$ cat src/rtl/mem_responder.sv
// Single-port word store answering MAR/MDR requests after LATENCY cycles, with a return-to-idle handshake.
// Optional MEM_BOUNDS_CHK_EN adds MemErr and suppresses accesses whose upper MARAddr bits are nonzero.
module mem_responder #(
  parameter int WIDTH     = 16,
  parameter int ADDR_BITS = 8,
  parameter int DEPTH     = 256,
  parameter int LATENCY   = 2
) (
  input  logic             clk,
  input  logic             reset,
  input  logic [1:0]       MemMode,
  input  logic [WIDTH-1:0] MARAddr,
  input  logic [WIDTH-1:0] MDRIn,
  output logic [WIDTH-1:0] MemData,
  output logic             MemReady,
  output logic             MemBusy
`ifdef MEM_BOUNDS_CHK_EN
  ,
  output logic             MemErr
`endif
);

  typedef enum logic [1:0] {IDLE, WAIT, DONE, RELEASE} state_t;

  localparam logic [3:0] LAT_M1 = 4'(LATENCY - 1);

  state_t               state, state_nxt;
  logic [3:0]           cnt;
  logic                 op_wr;
  logic [ADDR_BITS-1:0] addr_q;
  logic [WIDTH-1:0]     data_q;
  logic                 err_q;
  logic                 req;
  logic                 finish;
  logic                 ready_nxt, busy_nxt, err_nxt;
  logic [WIDTH-1:0]     data_nxt;
  logic [WIDTH-1:0]     mem [DEPTH];

  assign req    = (MemMode == 2'b01) || (MemMode == 2'b10);
  assign finish = (state == WAIT) && (cnt == 4'd0);

`ifdef MEM_BOUNDS_CHK_EN
  logic addr_oob;
  assign addr_oob = |MARAddr[WIDTH-1:ADDR_BITS];
`else
  // Upper address bits alias onto the low ones when bounds checking is off.
  logic addr_oob;
  logic unused_addr_hi;
  assign unused_addr_hi = ^MARAddr[WIDTH-1:ADDR_BITS];
  assign addr_oob       = 1'b0;
`endif

  always_ff @(posedge clk or negedge reset) begin
    if (!reset) state <= IDLE;
    else        state <= state_nxt;
  end

  always_comb begin
    state_nxt = state;
    unique case (state)
      IDLE:    if (req) state_nxt = WAIT;
      WAIT:    if (cnt == 4'd0) state_nxt = DONE;
      DONE:    state_nxt = RELEASE;
      RELEASE: if (!req) state_nxt = IDLE;
      default: state_nxt = IDLE;
    endcase
  end

  // Request latch: mode/address/data changes after acceptance are ignored.
  always_ff @(posedge clk or negedge reset) begin
    if (!reset) begin
      cnt    <= 4'd0;
      op_wr  <= 1'b0;
      addr_q <= '0;
      data_q <= '0;
      err_q  <= 1'b0;
    end else if (state == IDLE && req) begin
      cnt    <= LAT_M1;
      op_wr  <= MemMode[1];
      addr_q <= MARAddr[ADDR_BITS-1:0];
      data_q <= MDRIn;
      err_q  <= addr_oob;
    end else if (state == WAIT && cnt != 4'd0) begin
      cnt <= cnt - 4'd1;
    end
  end

  always_comb begin
    ready_nxt = 1'b0;
    err_nxt   = 1'b0;
    busy_nxt  = MemBusy;
    data_nxt  = MemData;
    if (state == IDLE && req) busy_nxt = 1'b1;
    if (state == DONE)        busy_nxt = 1'b0;
    if (finish) begin
      ready_nxt = 1'b1;
      err_nxt   = err_q;
      if (!op_wr) data_nxt = err_q ? '0 : mem[addr_q];
    end
  end

  always_ff @(posedge clk or negedge reset) begin
    if (!reset) begin
      MemData  <= '0;
      MemReady <= 1'b0;
      MemBusy  <= 1'b0;
    end else begin
      MemData  <= data_nxt;
      MemReady <= ready_nxt;
      MemBusy  <= busy_nxt;
    end
  end

`ifdef MEM_BOUNDS_CHK_EN
  always_ff @(posedge clk or negedge reset) begin
    if (!reset) MemErr <= 1'b0;
    else        MemErr <= err_nxt;
  end
`else
  logic unused_err;
  assign unused_err = err_nxt ^ err_q;
`endif

  // Storage is never reset; an aborted request cannot reach here since reset forces IDLE.
  always_ff @(posedge clk) begin
    if (finish && op_wr && !err_q) mem[addr_q] <= data_q;
  end

endmodule

$ cat config.mk
export PLATFORM = sky130hd
export DESIGN_NAME = mem_responder
export DESIGN_NICKNAME = d
export VERILOG_FILES = /design/src/rtl/mem_responder.sv
export SDC_FILE = /design/constraint.sdc
export NUM_CORES = 2
export LEC_CHECK = 0
export CORE_AREA = 3 3 575 577
export DETAILED_ROUTE_END_ITERATION = 10
export DIE_AREA = 0 0 578 580
export PLACE_DENSITY = 0.71
export SLEW_MARGIN = 5
export SYNTH_ARGS = -nofsm -noshare
export SYNTH_HDL_FRONTEND = slang
export SYNTH_SLANG_ARGS = --single-unit
export TNS_END_PERCENT = 50
$ cat constraint.sdc
create_clock -name clk -period 4.2 [get_ports clk]
set_input_delay 1.05 -clock clk [delete_from_list [all_inputs] [get_ports clk]]
set_output_delay 1.05 -clock clk [all_outputs]
set_load 0.02 [all_outputs]
# Word level (Yosys, flattened, before mapping)
# Memories as Yosys holds them, arrays and structs flattened. A register that Yosys moved wholly into a read port is not among the register bits.
# Cells that the tools add are included.
# totals
mem_bits_rw	4096
n_memories	1
regBits	33
input_bits	36
elab_cells	42
output_inout_bits	18
# memory_table
memory	depth	width	read_ports	rd_clocked_by_memory_dff	write_ports	line_no	rtl
mem	256	16	1	1	1	37	logic [WIDTH-1:0] mem [DEPTH];
# op_classes
reduce_logical	13
n_mux	11
n_bitwise	1
n_eq_ne	8
n_addsub	1
# ops
cell	n
4-bit 2-to-1 mux	2
2-bit case mux with 4 select lines	1
2-bit == test (second input constant)	3
2-bit 2-to-1 mux	3
2-bit inequality test (second input constant)	3
1-bit 2-to-1 mux	5
2-bit by 1-bit == test with 1-bit output (second input constant)	2
1-bit logical AND	4
4-bit logical NOT	1
2-bit nonzero test	2
4-bit nonzero test	1
4-bit by 1-bit subtractor with 4-bit output (second input constant)	1
3-bit AND reduction	1
2-bit logical NOT	1
2-bit AND reduction	1
1-bit logical NOT	1
1-bit logical OR	1
1-bit inverter	1

# Longest topological paths before layout
# depth
depth_word	5
depth_mapped	13

# Worst setup path after synthesis
# OpenSTA, ideal clock, no wires.
# synth_path
path_kind	reg2reg
start	register data_q[0]
end	memory mem[0][0] (data pin)
setup_time_ns	0.803
arrival_ns	3.181
required_time_ns	3.397
stages_incl_launch_ff	1
path_slack_ns	0.216
synth_period_minus_slack_ns	3.984
n_path_buf	0
cell_sequence	dfrtp_1
# synth_rtl
item	line_no	rtl
from (decl)	31	logic [WIDTH-1:0] data_q;
from (signal assigned)	81	data_q <= MDRIn;
to (decl)	37	
# No word-level cell before the write port.

==> parameters.txt <==
Parameter                              Value

Global route
  Remaining Overflow, GRT    0
  Maximum number of pins on one net before global-route repair    169
  Wire length of the first global-routing pass    612000 um
  Vias in the first global route    80.3k
  Initial antenna violation count    18
  Total GRT Usage    25.6%

Placed design
  Count of buffers from port buffering    45
  Setup Slack @ Placement    approximately 0.33 ns
  Routability-driven placement congestion ratio    about 0.9
  HPWL after detailed placement    263000 um

Cells and area
  Final net count    between 7k and 8k
  Fillcell total    approximately 23k
  Ratio of cells with drive above 1 in the final layout    28.4%
  Growth of design area from synthesis to finish    14.6%

Route
  Post-DRT Antenna Nets    0
  Initial DRC count    13.0k
  Routed length per placed instance    34.1 um
  Drt pass-1 iters    9
  Detailed-route via count    81.6k
  Post-detailed-route DRC marker count    3
  Via density per instance    between 6 and 7
  Total wire length    ~430000 um

Logic synthesis
  Post-Syn Nets    7282
  Avg Inst Size Synth    22.1 um^2
  Top flip-flop cell by instance count after synthesis    edfxtp_1
  Yosys reg bits    roughly 4.1k
  Top area cells in the synthesized netlist    edfxtp_1, mux4_2, mux2i_1, dfrtp_1, nor2_1
  Register area share after synthesis    77.8%
  Gate Count Post-Synth    7241
  Proportion of netlist area held by the largest area contributor    77.0%
  Post-synthesis cell area    160000 um^2
  Largest area contributor in the synthesized netlist    edfxtp_1
  Count of yosys warnings during synthesis    0
  Distinct cell type count after synthesis    between 70 and 80
  Number of synthesized flops with an enable pin    4096
  Share of flip-flops with an asynchronous set or reset    1.18%

STA
  Sum of negative setup slack    0 ns
  Relative max-transition margin    16.7%
  Setup-violating endpoint count in the final report    0
  Final critical path time including I/O delays and setup    4.09 ns
  Highest achievable clock rate    245 MHz
  Post-route setup slack    ~0.11 ns
  Final hold violation count    0
  RSZ-0062 raised after global routing    no
  Final number of max-transition violations    0
  Worst slew pin tran    around 1.2 ns
  Fin Clk Skew    0.0870 ns
  Final period utilization    97.3%

Clock network
  Maximum clock insertion buffer count    4
  Clock tree from TritonCTS    done
  Source-to-sink clock delay at the later pin of the worst-skew pair    1.01 ns
  Number of buffers added to fix hold violations after cts    0
  Clock edge transition at the registers on the reported setup and hold paths    0.06 ns
  Gates resized, CTS repair    0
  Number of H-tree levels    5
  Total CTS buffers    402
  Number of clock sinks    4145
  Root buffer selected by CTS    clkbuf_16
  Post-CTS setup repair buffer count    0

Worst setup path
  Arrival @ worst endpoint    roughly 5.0 ns
  Worst endpoint required time    5.10 ns
  Max Fanout on Critical Path    22
  Worst Setup End Kind    flop
  Type of origin of the critical path    flop
  Type of the setup path with the least slack    flop to flop

Floorplanning
  Die outline height    between 500 and 600 um
  Initial Utilization    48.9%
  I/O Pins    between 50 and 60
  Horizontal die dimension    just under 600 um
  Die Footprint    between 300000 and 400000 um^2
  Num rows    210
  Placeable Area    around 330000 um^2

Power and ir drop
  Maximum ir drop on the vdd rail    0.603 mV
  Leak    58.0 nW
  Total power after layout    0.129 W
  Power per standard cell area    703 nW/um^2

Worst hold path
  Kind of path behind the tightest hold check    input pin to async pin

Run status
  Failing checks    design-rule violations
  Outcome    finished, violations left

Job
  Number of maximum-capacitance violations    0
## layout make-up
class,count,area [um^2],area share [%]
inverter,11,53.8,0.0294
antenna,17,42.5,0.0233
tap,4346,5440,2.97
clock buffer,496,10600,5.78
timing repair buffer,722,6910,3.78
multi-input combinational,2668,33100,18.1
clock inverter,246,2520,1.38
sequential,4145,124000,68.0
## worst max-delay path: stages, from the launching register on
cell	delay (ns)
dfrtp_4	0.80
buf_12	0.30
nand3_1	0.66
buf_4	0.24
o22a_1	0.14
o221ai_1	0.13
nor3_1	0.79
o21ai_0	0.35
nor3_1	0.26
buf_4	0.15
o32a_1	0.13
## flip-flops by register name, indices dropped and copies added, names as in the netlist
signal,count
op_wr,1
data_q,16
addr_q,8
cnt,4
mem,4096
MemData,16
state,2
MemBusy,1
MemReady,1
## routing by layer
metal | wire (um) | track usage, %
met1 | 154000 | 35.7
met2 | 199000 | 38.5
met3 | 55600 | 6.54
met4 | 22300 | 11.3
met5 | 58 | 0
## kinds of logic after synthesis
kind of cell / count (synthesis) / synth area share, %
xor+xnor: 4 / 0.0219
fa+ha+maj: 5 / 0.0392
simple gates: 762 / 2.05
buf+inv: 428 / 1.58
compound gates: 555 / 2.43
mux: 1342 / 16.1
flops: 4145 / 77.8
## final timing paths
kind | startpoint | to | slack, ns | cells after the start
worst max register to register | addr_q[1] | MemData[10] | 0.11 | 10
max in group asynchronous | reset | addr_q[5] | 3.22 | 1
worst min-delay path | reset | data_q[2] | 0.17 | 1
worst max-delay path | addr_q[1] | MemData[10] | 0.11 | 10
min in group clk | MemBusy | MemBusy | 0.52 | 2
worst min register to register | MemBusy | MemBusy | 0.52 | 2
## Yosys cell counts (all sizes together), types with 18 or more instances
cell	number
edfxtp	4096
mux4	973
mux2i	319
nor2	306
buf	300
nand2	272
clkbuf	117
a22oi	107
nand3	90
o22ai	81
a32oi	78
a21oi	77
o21ai	70
mux2	50
dfrtp	49
o211ai	24
a31oi	18
## cells in the final DEF, fill, tap and decap left out, types with 11 or more instances in the layout
| cell | n |
|---|---|
| nand3_1 | 90 |
| o22a_1 | 16 |
| clkbuf_16 | 404 |
| clkinv_1 | 85 |
| nand2_1 | 271 |
| o21ai_1 | 11 |
| dfrtp_1 | 25 |
| nor2_2 | 22 |
| diode_2 | 17 |
| clkinv_16 | 16 |
| a31oi_1 | 18 |
| clkdlybuf4s50_1 | 44 |
| buf_12 | 110 |
| buf_4 | 568 |
| o22ai_1 | 81 |
| clkbuf_1 | 80 |
| clkinv_2 | 86 |
| a22oi_1 | 107 |
| edfxtp_1 | 4096 |
| nor4_1 | 12 |
| dfrtp_4 | 21 |
| mux4_2 | 973 |
| nor2_1 | 283 |
| mux2_2 | 50 |
| a32oi_1 | 78 |
| o21ai_0 | 59 |
| clkbuf_8 | 12 |
| a21oi_1 | 77 |
| o211ai_1 | 24 |
| mux2i_1 | 319 |
| a211oi_1 | 17 |
| bufinv_16 | 32 |
## power by group
group          leakage, nW  total, W  switching, W  internal [W]
clock network         6.39    0.0357        0.0157        0.0200
registers             37.4    0.0544       0.00244        0.0520
logic                 14.2    0.0384        0.0241        0.0143
## stage by stage
step           std cells  hold slack [ns]  utilization, %  area (um^2)
2_1_floorplan       7241            0.484               -       160000
3_3_place_gp       11900            0.487            52.0       170000
4_1_cts            12600            0.165            56.0       183000
6_report           12700            0.171            56.0       183000
5_1_grt            12600            0.212            56.0       183000
3_5_place_dp       11900            0.516            52.0       170000
Note: power is estimated with default switching activity, not from simulation.
